--- src/rtl/dmem_arbiter.sv ---
// Two-port round-robin arbiter/sequencer for the shared 64-bit data memory.
// Each granted request occupies one ACCESS cycle; completion pulses the cycle after.
module dmem_arbiter #(
    parameter int ADDR_W = 64,
    parameter int DATA_W = 64
) (
    input  logic              clock,
    input  logic              reset,

    input  logic              req0_valid,
    input  logic              req0_write,
    input  logic [ADDR_W-1:0] req0_addr,
    input  logic [DATA_W-1:0] req0_wdata,
    output logic              req0_ready,
    output logic              req0_done,
    output logic [DATA_W-1:0] req0_rdata,

    input  logic              req1_valid,
    input  logic              req1_write,
    input  logic [ADDR_W-1:0] req1_addr,
    input  logic [DATA_W-1:0] req1_wdata,
    output logic              req1_ready,
    output logic              req1_done,
    output logic [DATA_W-1:0] req1_rdata,

    output logic              mem_read,
    output logic              mem_write,
    output logic [ADDR_W-1:0] mem_address,
    output logic [DATA_W-1:0] mem_write_data,
    input  logic [DATA_W-1:0] mem_read_data
);

    typedef enum logic {
        IDLE   = 1'b0,
        ACCESS = 1'b1
    } state_t;

    state_t              state_q, state_d;
    logic                last_grant_q, last_grant_d;
    logic                lat_write_q, lat_write_d;
    logic                lat_port_q, lat_port_d;
    logic [ADDR_W-1:0]   lat_addr_q, lat_addr_d;
    logic [DATA_W-1:0]   lat_wdata_q, lat_wdata_d;
    logic                done0_q, done0_d;
    logic                done1_q, done1_d;
    logic [DATA_W-1:0]   rdata0_q, rdata0_d;
    logic [DATA_W-1:0]   rdata1_q, rdata1_d;

    logic                grant_any;
    logic                grant_port;

    // NOTE: sequential state uses non-blocking assignments so every flop sees pre-edge values.
    always_ff @(posedge clock or posedge reset) begin
        if (reset) begin
            state_q <= IDLE;
        end else begin
            state_q <= state_d;
        end
    end

    always_comb begin
        state_d = state_q;
        case (state_q)
            IDLE:    if (grant_any) state_d = ACCESS;
            ACCESS:  state_d = IDLE;
            default: state_d = IDLE;
        endcase
    end

    // On conflict the port not served last wins; a lone requester always wins.
    always_comb begin
        grant_any = (state_q == IDLE) && !reset && (req0_valid || req1_valid);
        if (req0_valid && req1_valid) begin
            grant_port = ~last_grant_q;
        end else begin
            grant_port = req1_valid;
        end
    end

    // NOTE: every always_comb output gets a default first so no latch is inferred.
    always_comb begin
        last_grant_d = last_grant_q;
        lat_write_d  = lat_write_q;
        lat_port_d   = lat_port_q;
        lat_addr_d   = lat_addr_q;
        lat_wdata_d  = lat_wdata_q;
        rdata0_d     = rdata0_q;
        rdata1_d     = rdata1_q;

        if (grant_any) begin
            last_grant_d = grant_port;
            lat_port_d   = grant_port;
            lat_write_d  = grant_port ? req1_write : req0_write;
            lat_addr_d   = grant_port ? req1_addr  : req0_addr;
            lat_wdata_d  = grant_port ? req1_wdata : req0_wdata;
        end

        done0_d = (state_q == ACCESS) && !lat_port_q;
        done1_d = (state_q == ACCESS) &&  lat_port_q;

        if ((state_q == ACCESS) && !lat_write_q) begin
            if (lat_port_q) rdata1_d = mem_read_data;
            else            rdata0_d = mem_read_data;
        end
    end

    // NOTE: the rdata holding registers are reset too, so a port reads 0 before its first load.
    always_ff @(posedge clock or posedge reset) begin
        if (reset) begin
            last_grant_q <= 1'b1;
            lat_write_q  <= 1'b0;
            lat_port_q   <= 1'b0;
            lat_addr_q   <= '0;
            lat_wdata_q  <= '0;
            done0_q      <= 1'b0;
            done1_q      <= 1'b0;
            rdata0_q     <= '0;
            rdata1_q     <= '0;
        end else begin
            last_grant_q <= last_grant_d;
            lat_write_q  <= lat_write_d;
            lat_port_q   <= lat_port_d;
            lat_addr_q   <= lat_addr_d;
            lat_wdata_q  <= lat_wdata_d;
            done0_q      <= done0_d;
            done1_q      <= done1_d;
            rdata0_q     <= rdata0_d;
            rdata1_q     <= rdata1_d;
        end
    end

    always_comb begin
        req0_ready     = grant_any && !grant_port;
        req1_ready     = grant_any &&  grant_port;
        mem_read       = 1'b0;
        mem_write      = 1'b0;
        mem_address    = '0;
        mem_write_data = '0;
        if (state_q == ACCESS) begin
            mem_read       = !lat_write_q;
            mem_write      =  lat_write_q;
            mem_address    = lat_addr_q;
            mem_write_data = lat_wdata_q;
        end
    end

    assign req0_done  = done0_q;
    assign req1_done  = done1_q;
    assign req0_rdata = rdata0_q;
    assign req1_rdata = rdata1_q;

endmodule

--- config.mk ---
export PLATFORM = sky130hd
export DESIGN_NAME = dmem_arbiter
export DESIGN_NICKNAME = d
export VERILOG_FILES = /design/src/rtl/dmem_arbiter.sv
export SDC_FILE = /design/constraint.sdc
export NUM_CORES = 1
export LEC_CHECK = 0
export CORE_AREA = 3 3 227 229
export DETAILED_ROUTE_END_ITERATION = 8
export DIE_AREA = 0 0 230 232
export PLACE_DENSITY = 0.52
export SYNTH_ARGS = -nofsm -noshare
export SYNTH_HDL_FRONTEND = slang
export SYNTH_SLANG_ARGS = --single-unit
--- constraint.sdc ---
create_clock -name clock -period 10.5 [get_ports clock]
set_clock_uncertainty 0.1 [all_clocks]
set_input_delay 2.625 -clock clock [delete_from_list [all_inputs] [get_ports clock]]
set_output_delay 2.625 -clock clock [all_outputs]
set_load 0.01 [all_outputs]
## Word-level counts from Yosys, hierarchy flattened

Index checks and enable logic that the tools add are counted.

| operators by class | value |
|---|---|
| mux-type cells | 10 |
| bitwise gates (word level) | 3 |
| reduce and logical (&&, ||, !) cells | 15 |

Operator list:

| operator | number |
|---|---|
| 64-bit two-way mux | 4 |
| 1-bit logical AND | 8 |
| 1-bit two-way mux | 5 |
| 1-bit logical NOT | 4 |
| 2-bit AND reduction | 2 |
| 1-bit inverter | 3 |
| 1-bit one-hot mux with 2 select lines | 1 |
| 1-bit logical OR | 1 |

| storage, ports and cells | value |
|---|---|
| bits in registers | 262 |
| input bits | 326 |
| output and inout port bits | 262 |
| logic and storage cells | 38 |

## Depth between registers and ports, before layout

Gate-level depths: netlist of the first run.

| depth | value |
|---|---|
| depth in word-level cells | 5 |
| gate-level depth with buffers | 7 |
| mapped depth without buffers | 3 |

## Worst setup path after synthesis of the first run

Ideal clock, no wire load.

| path | value |
|---|---|
| path kind | input to output |
| from | input port reset |
| to | output port req0_ready |
| data arrival time | 3239 ps |
| setup slack | 4536 ps |
| stages | 4 |
| buffers on the path | 2 |
| cells stage by stage | nor2_1 > and3_1 > clkbuf_1 > buf_2 |

| between the ends | value |
|---|---|
| longest elaborated chain between the ends | 4 |

RTL lines:

| item | RTL line | text |
|---|---|---|
| start, declared | 8 | `input logic reset,` |
| 1-bit logical NOT (no source line) | - |  |
| 1-bit logical AND (2 in series) | 72 | `grant_any = (state_q == IDLE) && !reset && (req0_valid \|\| req1_valid);` |
| 1-bit logical AND | 133 | `req0_ready = grant_any && !grant_port;` |
| end, declared | 14 | `output logic req0_ready,` |

No other way between the ends.

## Final worst setup path of the first run

Same ends and word-level chain as after synthesis.

==> reports/metrics.csv, run 1 <==
metric,value,unit
worst-slew-pin-transition,1006,ps
track_usage,0.1663,
synthTopCellsByArea,"dfrtp_1 56%, a221o_1 11%, mux2_1 9.9%",
dr_wl_met3,4416,µm
detail-route-antenna-nets,0,
wl_met2,22270,µm
async_flop_share,1.000,
nNetsFinal,1753,
hp-class,flip-flop to flip-flop,
hpwl,31910,µm
avgSynthCellArea,13.36,µm²
hold_viol,0,
ys_ff_latch,262,
syn_to_final_growth,63.03,%
fmax,130.8,MHz
cpMaxStageDelayCell,clkdlybuf4s50_1,
max_stage_delay,770,ps
cts_tree,done,
cts_buffers,35,
root_buffer,clkbuf_16,
synth-edff-count,0,
via_per_inst,4.601,
grt_pass1_wl,68080,µm
p_total,4.081,mW
cts_resized,0,
postCtsHoldBufs,0,
placed_cells,2062,
tns,0,ps
period_share,0.7282,
grt_remaining_overflow,0,
io_pins,588,
ctsHtreeMaxLevel,2,
post-place-ws,2834,ps
grt_pass1_vias,10361,
path_common_cell,clkdlybuf4s50_1,
synthesis.nets,1206,
drive_above_1_share,0.06823,
die_h,232,µm
fin_cells,2125,
yosys.area.top_type,dfrtp_1,
setup_viol,0,
setup_ws,2854,ps
drv_slew,0,
rr_worst_depth,4,
start_util,0.2357,
clock_latency,530,ps
synth_cell_types,23,
drv_cap,0,
whs_path_depth,1,
rows,82,
cts_setup_buffers,0,
power_leakage,7.717,nW
critPathRequiredTime,7780,ps
relSlewSlack,0.3296,
cp-end-kind,primary output,
yosysSeqAreaShare,0.5578,
wirelength,46230,µm
hold_slack,379.6,ps
top_layer,met5,
synth_area,11760,µm²
clock_path_buffers,3,
min_period,7646,ps
ir_worst_vdd,0.09580,mV
yosysMostFrequentCell,dfrtp_1,
synth-main-ff-cell,dfrtp_1,
avgRoutedWirePerCell,21.76,µm
drc,0,
cp.arrival,4920,ps
m1WireLength,18500,µm
path_class,input port to primary output,
crit_chain,clkdlybuf4s50_1 > nor2_1 > and3_4 > clkdlybuf4s50_1,
status,finished clean,
start_kind,input port,
path_clk_slew,60,ps
core_area,49860,µm²
ys_warn_count,0,
crit_path_max_fanout,55,
dieArea,53360,µm²
firstDrtPassIters,4,
rsz0062_at_grt,no,
netlist.area_leader.share,0.5556,
powerDensity,213.0,nW/µm²
gp_congestion,0.7528,
n_fill_cell,4929,
antenna_found_initial,6,
cts.sink_count,262,
netlist_top_cells_count,"261 x dfrtp_1, 130 x and2_1, 129 x a221o_1, 129 x o21a_1, 103 x mux2_1",
vias,9777,
drtIter0Drc,430,
grt_start_max_net_pins,153,
portBuffers,587,
netlist_instances,880,
die_w,230,µm
critical path: cells and delay by family:
family | cells | cell delay [ps]
buffers and inverters | 2 | 1300
and+or+nand+nor | 2 | 960
final timing paths:
kind | from | end | slack (ps)
setup / recovery | reset | req0_ready | 2850
hold / removal | req0_rdata[10]$_DFFE_PP0P_ | req0_rdata[10]$_DFFE_PP0P_ | 380
hold reg to reg | req0_rdata[10]$_DFFE_PP0P_ | req0_rdata[10]$_DFFE_PP0P_ | 380
setup reg to reg | state_q$_DFF_PP0_ | lat_wdata_q[20]$_DFFE_PP0P_ | 7310
min in group asynchronous | reset | lat_wdata_q[63]$_DFFE_PP0P_ | 2620
max in group asynchronous | reset | state_q$_DFF_PP0_ | 6240
cells in the final DEF, fill, tap and decap left out, drive strengths merged:
cell type and n:
o21a 129, nor2 2, nand2 2, and3 2, bufinv 3, clkinv 10, o21ai 1, buf 9
and2 130, nor2b 3, clkbuf 48, dfstp 1, nand2b 1, inv 2, mux2 128, dfrtp 261
clkdlybuf4s50 587, a21o 2, a221o 129, diode 2, or2 1
where the power goes:
part           total, mW  leakage, nW  internal, mW  switching [mW]
clock               1.21        0.576         0.738           0.468
sequential          1.51         3.16          1.34           0.163
combinational       1.37         3.98         0.835           0.536
total               4.08         7.72          2.91            1.17
sequential cells by signal (all words and copies together), names as in the netlist:
name          flops
req1_done         1
last_grant_q      1
state_q           1
lat_write_q       1
lat_port_q        1
req0_done         1
lat_wdata_q      64
lat_addr_q       64
req1_rdata       64
req0_rdata       64
through the flow:
| stage | util | instance area (µm²) |
|---|---|---|
| global route | 0.3842 | 19160 |
| floorplan | - | 11760 |
| global placement | 0.3610 | 18000 |
| CTS | 0.3842 | 19160 |
| detailed placement | 0.3610 | 18000 |
| finish | 0.3843 | 19160 |
routing by layer:
metal / global-route usage / vias to the layer above
met3: 0.06379 / 75
met5: 0 / -
met4: 0.04657 / 4
li1: - / 4393
met1: 0.1982 / 4866
met2: 0.2802 / 439
cell families after synthesis:
group,synth area share
AND/OR/NAND/NOR,0.07483
buffers and inverters,0.05077
multiplexers,0.1226
AO/OA/AOI/OAI,0.1939
flip-flops,0.5578
cell type report:
cell class / count / area, µm² / share of cell area
Sequential cell: 262 / 6561 / 0.3424
Antenna cell: 2 / 5.005 / 0.0002611
Clock inverter: 13 / 166.4 / 0.008683
Clock buffer: 48 / 994.7 / 0.05190
Timing Repair Buffer: 596 / 5956 / 0.3108
Multi-Input combinational cell: 530 / 4626 / 0.2414
Inverter: 2 / 15.01 / 0.0007834
Tap cell: 672 / 840.8 / 0.04387
No activity file was read; power rests on OpenSTA's default activity.
==> run 2, diff against run 1 <==
==> constraint.sdc (replaced) <==
create_clock -name clock -period 7.1 [get_ports clock]
set_clock_uncertainty 0.1 [all_clocks]
set_input_delay 1.775 -clock clock [delete_from_list [all_inputs] [get_ports clock]]
set_output_delay 1.775 -clock clock [all_outputs]
set_load 0.01 [all_outputs]
==> run 2 against run 1 <==
Against the previous run: non-clock buffer count increased by 2; cell area about the same; sequential cell count unchanged; cell count unchanged; sequential power increased by 48%; routed wire length decreased by 2.0%; sequential share of layout area about the same; critical path depth unchanged; largest cell class unchanged.
==> reports/metrics.csv, run 2 (same netlist as run 1, synthesis figures left out) <==
metric,value,unit
status,finished clean,
nNetsFinal,1754,
grt_busiest_layer,met2,
hold_slack,379.8,ps
cpMaxStageDelayCell,clkdlybuf4s50_1,
dieArea,53360,µm²
utilization,0.3845,
n_fill_cell,4902,
mostFrequentLayoutCell,clkdlybuf4s50_1,
met2_usage,0.2746,
postCtsHoldBufs,0,
clock_latency,520,ps
final_area,19170,µm²
rsz0062_at_grt,no,
portBuffers,587,
grt_pass1_vias,10431,
ir_worst_vdd,0.1172,mV
crit_path_max_fanout,3,
final_cell_mix,"587 x clkdlybuf4s50_1, 260 x dfrtp_1, 130 x and2_1",
powerDensity,313.0,nW/µm²
drtIter0Drc,477,
drv_slew,0,
crit_chain,clkdlybuf4s50_1 > nor2_1 > and3_4 > clkdlybuf4s50_1,
period_share,0.7483,
die_w,230,µm
cp.arrival,3440,ps
grt_pass1_wl,67810,µm
path_clk_slew,60,ps
clock_path_buffers,3,
firstDrtPassIters,6,
grt_start_max_net_pins,138,
root_buffer,clkbuf_16,
hp-class,flip-flop to flip-flop,
track_usage,0.1641,
cts_resized,0,
cts_setup_buffers,0,
relSlewSlack,0.3365,
core_area,49860,µm²
cts.sink_count,262,
placed_cells,2064,
drc,0,
drv_cap,0,
io_pins,588,
cts_buffers,34,
rows,82,
path_common_cell,clkdlybuf4s50_1,
drive_above_1_share,0.06690,
critical-path-top-delay-family,buffers and inverters,
setup_viol,0,
vias,9713,
critPathRequiredTime,5220,ps
path_class,input port to primary output,
die_h,232,µm
worst-slew-pin-transition,995.3,ps
met1_usage,0.1953,
gp_congestion,0.7635,
cp_num_buf_inv,2,
fmax,188.2,MHz
grt_remaining_overflow,0,
grt_use_met3,0.07372,
hpwl,31300,µm
avgRoutedWirePerCell,21.31,µm
cts_tree,done,
start_util,0.2357,
ctsHtreeMaxLevel,2,
fin_cells,2125,
wirelength,45290,µm
via_per_inst,4.571,
start_kind,input port,
min_period,5313,ps
hold_viol,0,
tns,0,ps
max_stage_delay,550,ps
antenna_found_initial,6,
cp-end-kind,primary output,
syn_to_final_growth,63.09,%
power_leakage,7.701,nW
detail-route-antenna-nets,0,
placed_area,18030,µm²
run 2: worst paths after layout:
| check | from | end | slack (ps) | depth (start not counted) |
|---|---|---|---|---|
| setup / recovery | reset | req1_ready | 1790 | 4 |
| hold / removal | req0_rdata[33]$_DFFE_PP0P_ | req0_rdata[33]$_DFFE_PP0P_ | 380 | 1 |
| setup reg to reg | state_q$_DFF_PP0_ | lat_wdata_q[49]$_DFFE_PP0P_ | 3720 | 5 |
| hold reg to reg | req0_rdata[33]$_DFFE_PP0P_ | req0_rdata[33]$_DFFE_PP0P_ | 380 | 1 |
| max in group asynchronous | reset | req0_rdata[35]$_DFFE_PP0P_ | 4270 | 3 |
| min in group asynchronous | reset | state_q$_DFF_PP0_ | 1790 | 3 |
run 2: cell type report:
| type | count | area (µm²) | area share |
|---|---|---|---|
| antenna | 3 | 7.507 | 0.0003916 |
| timing repair buffer | 598 | 5996 | 0.3128 |
| inverter | 2 | 11.26 | 0.0005874 |
| clock inverter | 11 | 157.7 | 0.008223 |
| clock buffer | 47 | 970.9 | 0.05065 |
| tap | 672 | 840.8 | 0.04386 |
| sequential | 262 | 6561 | 0.3423 |
| multi-input combinational | 530 | 4626 | 0.2413 |
run 2: metal layers:
| metal | share of wire | wire length [µm] | vias up |
|---|---|---|---|
| met5 | 0.0012 | 55 | - |
| met4 | 0.016 | 721 | 8 |
| met3 | 0.11 | 4844 | 54 |
| met2 | 0.47 | 21410 | 435 |
| met1 | 0.40 | 18260 | 4840 |
| li1 | - | - | 4376 |
run 2: stage by stage:
stage	power, mW	setup slack (ps)
3_3_place_gp	4.287	1756
6_report	6.001	1787
4_1_cts	6.119	1775
2_1_floorplan	3.057	1770
3_5_place_dp	4.315	1784
5_1_grt	6.342	1727
run 2: where the power goes:
group	total, mW	internal [mW]	switching (mW)	leakage (nW)
logic	2.02	1.24	0.785	3.99
clock network	1.75	1.07	0.679	0.548
registers	2.23	1.98	0.249	3.16
total	6.00	4.29	1.71	7.70
==> run 3, diff against run 2 <==
--- a/config.mk
+++ b/config.mk
@@ -8,7 +8,7 @@
 export CORE_AREA = 3 3 227 229
 export DETAILED_ROUTE_END_ITERATION = 8
 export DIE_AREA = 0 0 230 232
-export PLACE_DENSITY = 0.52
+export PLACE_DENSITY = 0.54
 export SYNTH_ARGS = -nofsm -noshare
 export SYNTH_HDL_FRONTEND = slang
 export SYNTH_SLANG_ARGS = --single-unit
==> constraint.sdc (replaced) <==
create_clock -name clock -period 4.4 [get_ports clock]
set_clock_uncertainty 0.1 [all_clocks]
set_input_delay 1.1 -clock clock [delete_from_list [all_inputs] [get_ports clock]]
set_output_delay 1.1 -clock clock [all_outputs]
set_load 0.01 [all_outputs]
==> run 3 against run 2 <==
Against the previous run: register-to-register slack lost 2300 ps; clock-buffer cell count is 6 lower; via count grew 0.41%; core utilization fell by 0.063 points; combinational power rose by 61%; non-clock buffer count increased by 5; routed wire length shrank 0.72%; cell count barely moved; cell area fell by 0.16%; die area did not move; setup slack got worse by 1300 ps; power is 58% higher; largest cell class unchanged.
==> reports/metrics.csv, run 3 (same netlist as run 1, synthesis figures left out) <==
metric,value,unit
status,finished clean,
cts_tree,done,
utilization,0.3838,
avgRoutedWirePerCell,21.18,µm
root_buffer,clkbuf_16,
ir_worst_vdd,0.2858,mV
drc,0,
setup_ws,494.9,ps
cts_buffers,31,
drtIter0Drc,472,
final_area,19140,µm²
antenna_found_initial,5,
critical-path-top-delay-family,buffers and inverters,
clock_path_buffers,3,
path_class,input port to primary output,
grt_pass1_wl,66880,µm
power.net_switching,2.713,mW
hpwl,31940,µm
placed_area,18100,µm²
cts.sink_count,262,
portBuffers,587,
hp-class,flip-flop to flip-flop,
p_clk_frac,0.277,
path_common_cell,clkdlybuf4s50_1,
track_usage,0.1603,
start_util,0.2357,
rrSetupSlack,1380,ps
min_period,3905,ps
rows,82,
cts_setup_buffers,0,
post-place-ws,453.1,ps
grt_start_max_net_pins,132,
postCtsHoldBufs,0,
placed_cells,2069,
cts_resized,0,
grt_pass1_vias,10347,
vias,9753,
die_w,230,µm
path_clk_slew,50,ps
nNetsFinal,1756,
crit_path_max_fanout,3,
hold_viol,0,
die_h,232,µm
crit_chain,clkdlybuf4s50_1 > nor2_1 > buf_4 > and3_4 > clkdlybuf4s50_1,
grt_remaining_overflow,0,
ctsHtreeMaxLevel,1,
drv_slew,0,
cpMaxStageDelayCell,clkdlybuf4s50_1,
max_stage_delay,610,ps
final_cell_mix,"587 x clkdlybuf4s50_1, 260 x dfrtp_1, 130 x and2_1",
relSlewSlack,0.3552,
rsz0062_at_grt,no,
powerDensity,496.0,nW/µm²
cp-end-kind,primary output,
core_area,49860,µm²
worst-slew-pin-transition,967.2,ps
dieArea,53360,µm²
setup_viol,0,
drive_above_1_share,0.06966,
internal-power,6.781,mW
switching_share,0.2858,
power_leakage,7.702,nW
wirelength,44960,µm
fmax,256.1,MHz
io_pins,588,
gp_congestion,0.7708,
cp.arrival,2710,ps
syn_to_final_growth,62.82,%
firstDrtPassIters,4,
cp_num_buf_inv,3,
period_share,0.8875,
detail-route-antenna-nets,0,
fin_cells,2123,
via_per_inst,4.594,
drv_cap,0,
mostFrequentLayoutCell,clkdlybuf4s50_1,
clock_latency,590,ps
tns,0,ps
critPathRequiredTime,3200,ps
p_comb_frac,0.344,
p_seq_frac,0.379,
start_kind,input port,
[run 3: changes by cell type in the layout (fill, tap and decap cells not counted), sizes merged]
cell      delta
clkbuf       -6
buf          +5
diode        -2
clkinv       +1
clkinvlp     -1
inv          +1
[run 3: cell type report]
type / instances / area (µm²)
diodes: 1 / 2.502
clock buffers: 41 / 883.3
clock inverters: 12 / 156.4
fillers: 4918 / 30720
inverters: 2 / 11.26
multi-input cells: 530 / 4626
flip-flops and latches: 262 / 6561
well taps: 672 / 840.8
repair buffers: 603 / 6058
[run 3: path summary, 6_finish.rpt]
path                                           start                    endpoint  cells after the start
min in group asynchronous                      reset           state_q$_DFF_PP0_                      2
max reg2reg                        state_q$_DFF_PP0_  req0_rdata[28]$_DFFE_PP0P_                      5
max in group asynchronous                      reset   req1_rdata[8]$_DFFE_PP0P_                      3
min                        req0_rdata[4]$_DFFE_PP0P_   req0_rdata[4]$_DFFE_PP0P_                      1
max                                            reset                  req0_ready                      5
min reg2reg                req0_rdata[4]$_DFFE_PP0P_   req0_rdata[4]$_DFFE_PP0P_                      1
[run 3: metrics by stage]
step / hold WS [ps] / power (mW)
after floorplan: 375.0 / 4.933
after global placement: 367.3 / 6.899
after detailed placement: 373.7 / 6.950
after CTS: 386.7 / 9.652
after global routing: 392.3 / 9.999
final: 380.8 / 9.493
[run 3: power by group through the flow]
| stage | Combinational (mW) | Clock (mW) | Sequential, mW |
|---|---|---|---|
| 6_report | 3.26 | 2.63 | 3.60 |
| 5_1_grt | 3.48 | 2.81 | 3.71 |
| 4_1_cts | 3.32 | 2.73 | 3.61 |
| 3_5_place_dp | 3.31 | 0 | 3.64 |
| 3_3_place_gp | 3.29 | 0 | 3.61 |
| 2_1_floorplan | 1.09 | 0 | 3.84 |
[run 3: worst reg2reg max path: cells and delay by family (launching register included)]
family	cells	cell delay, ps
buf+inv	2	1130
flops	1	730
mux	1	500
simple gates	2	430
[run 3: per-layer routing]
layer	track usage	part of all wire	routed length (µm)	vias up
met4	0.03683	0.023	1034	6
met5	0	0.00091	41	-
li1	-	-	-	4366
met2	0.2700	0.47	21250	427
met1	0.1916	0.40	18040	4894
met3	0.06600	0.10	4599	60
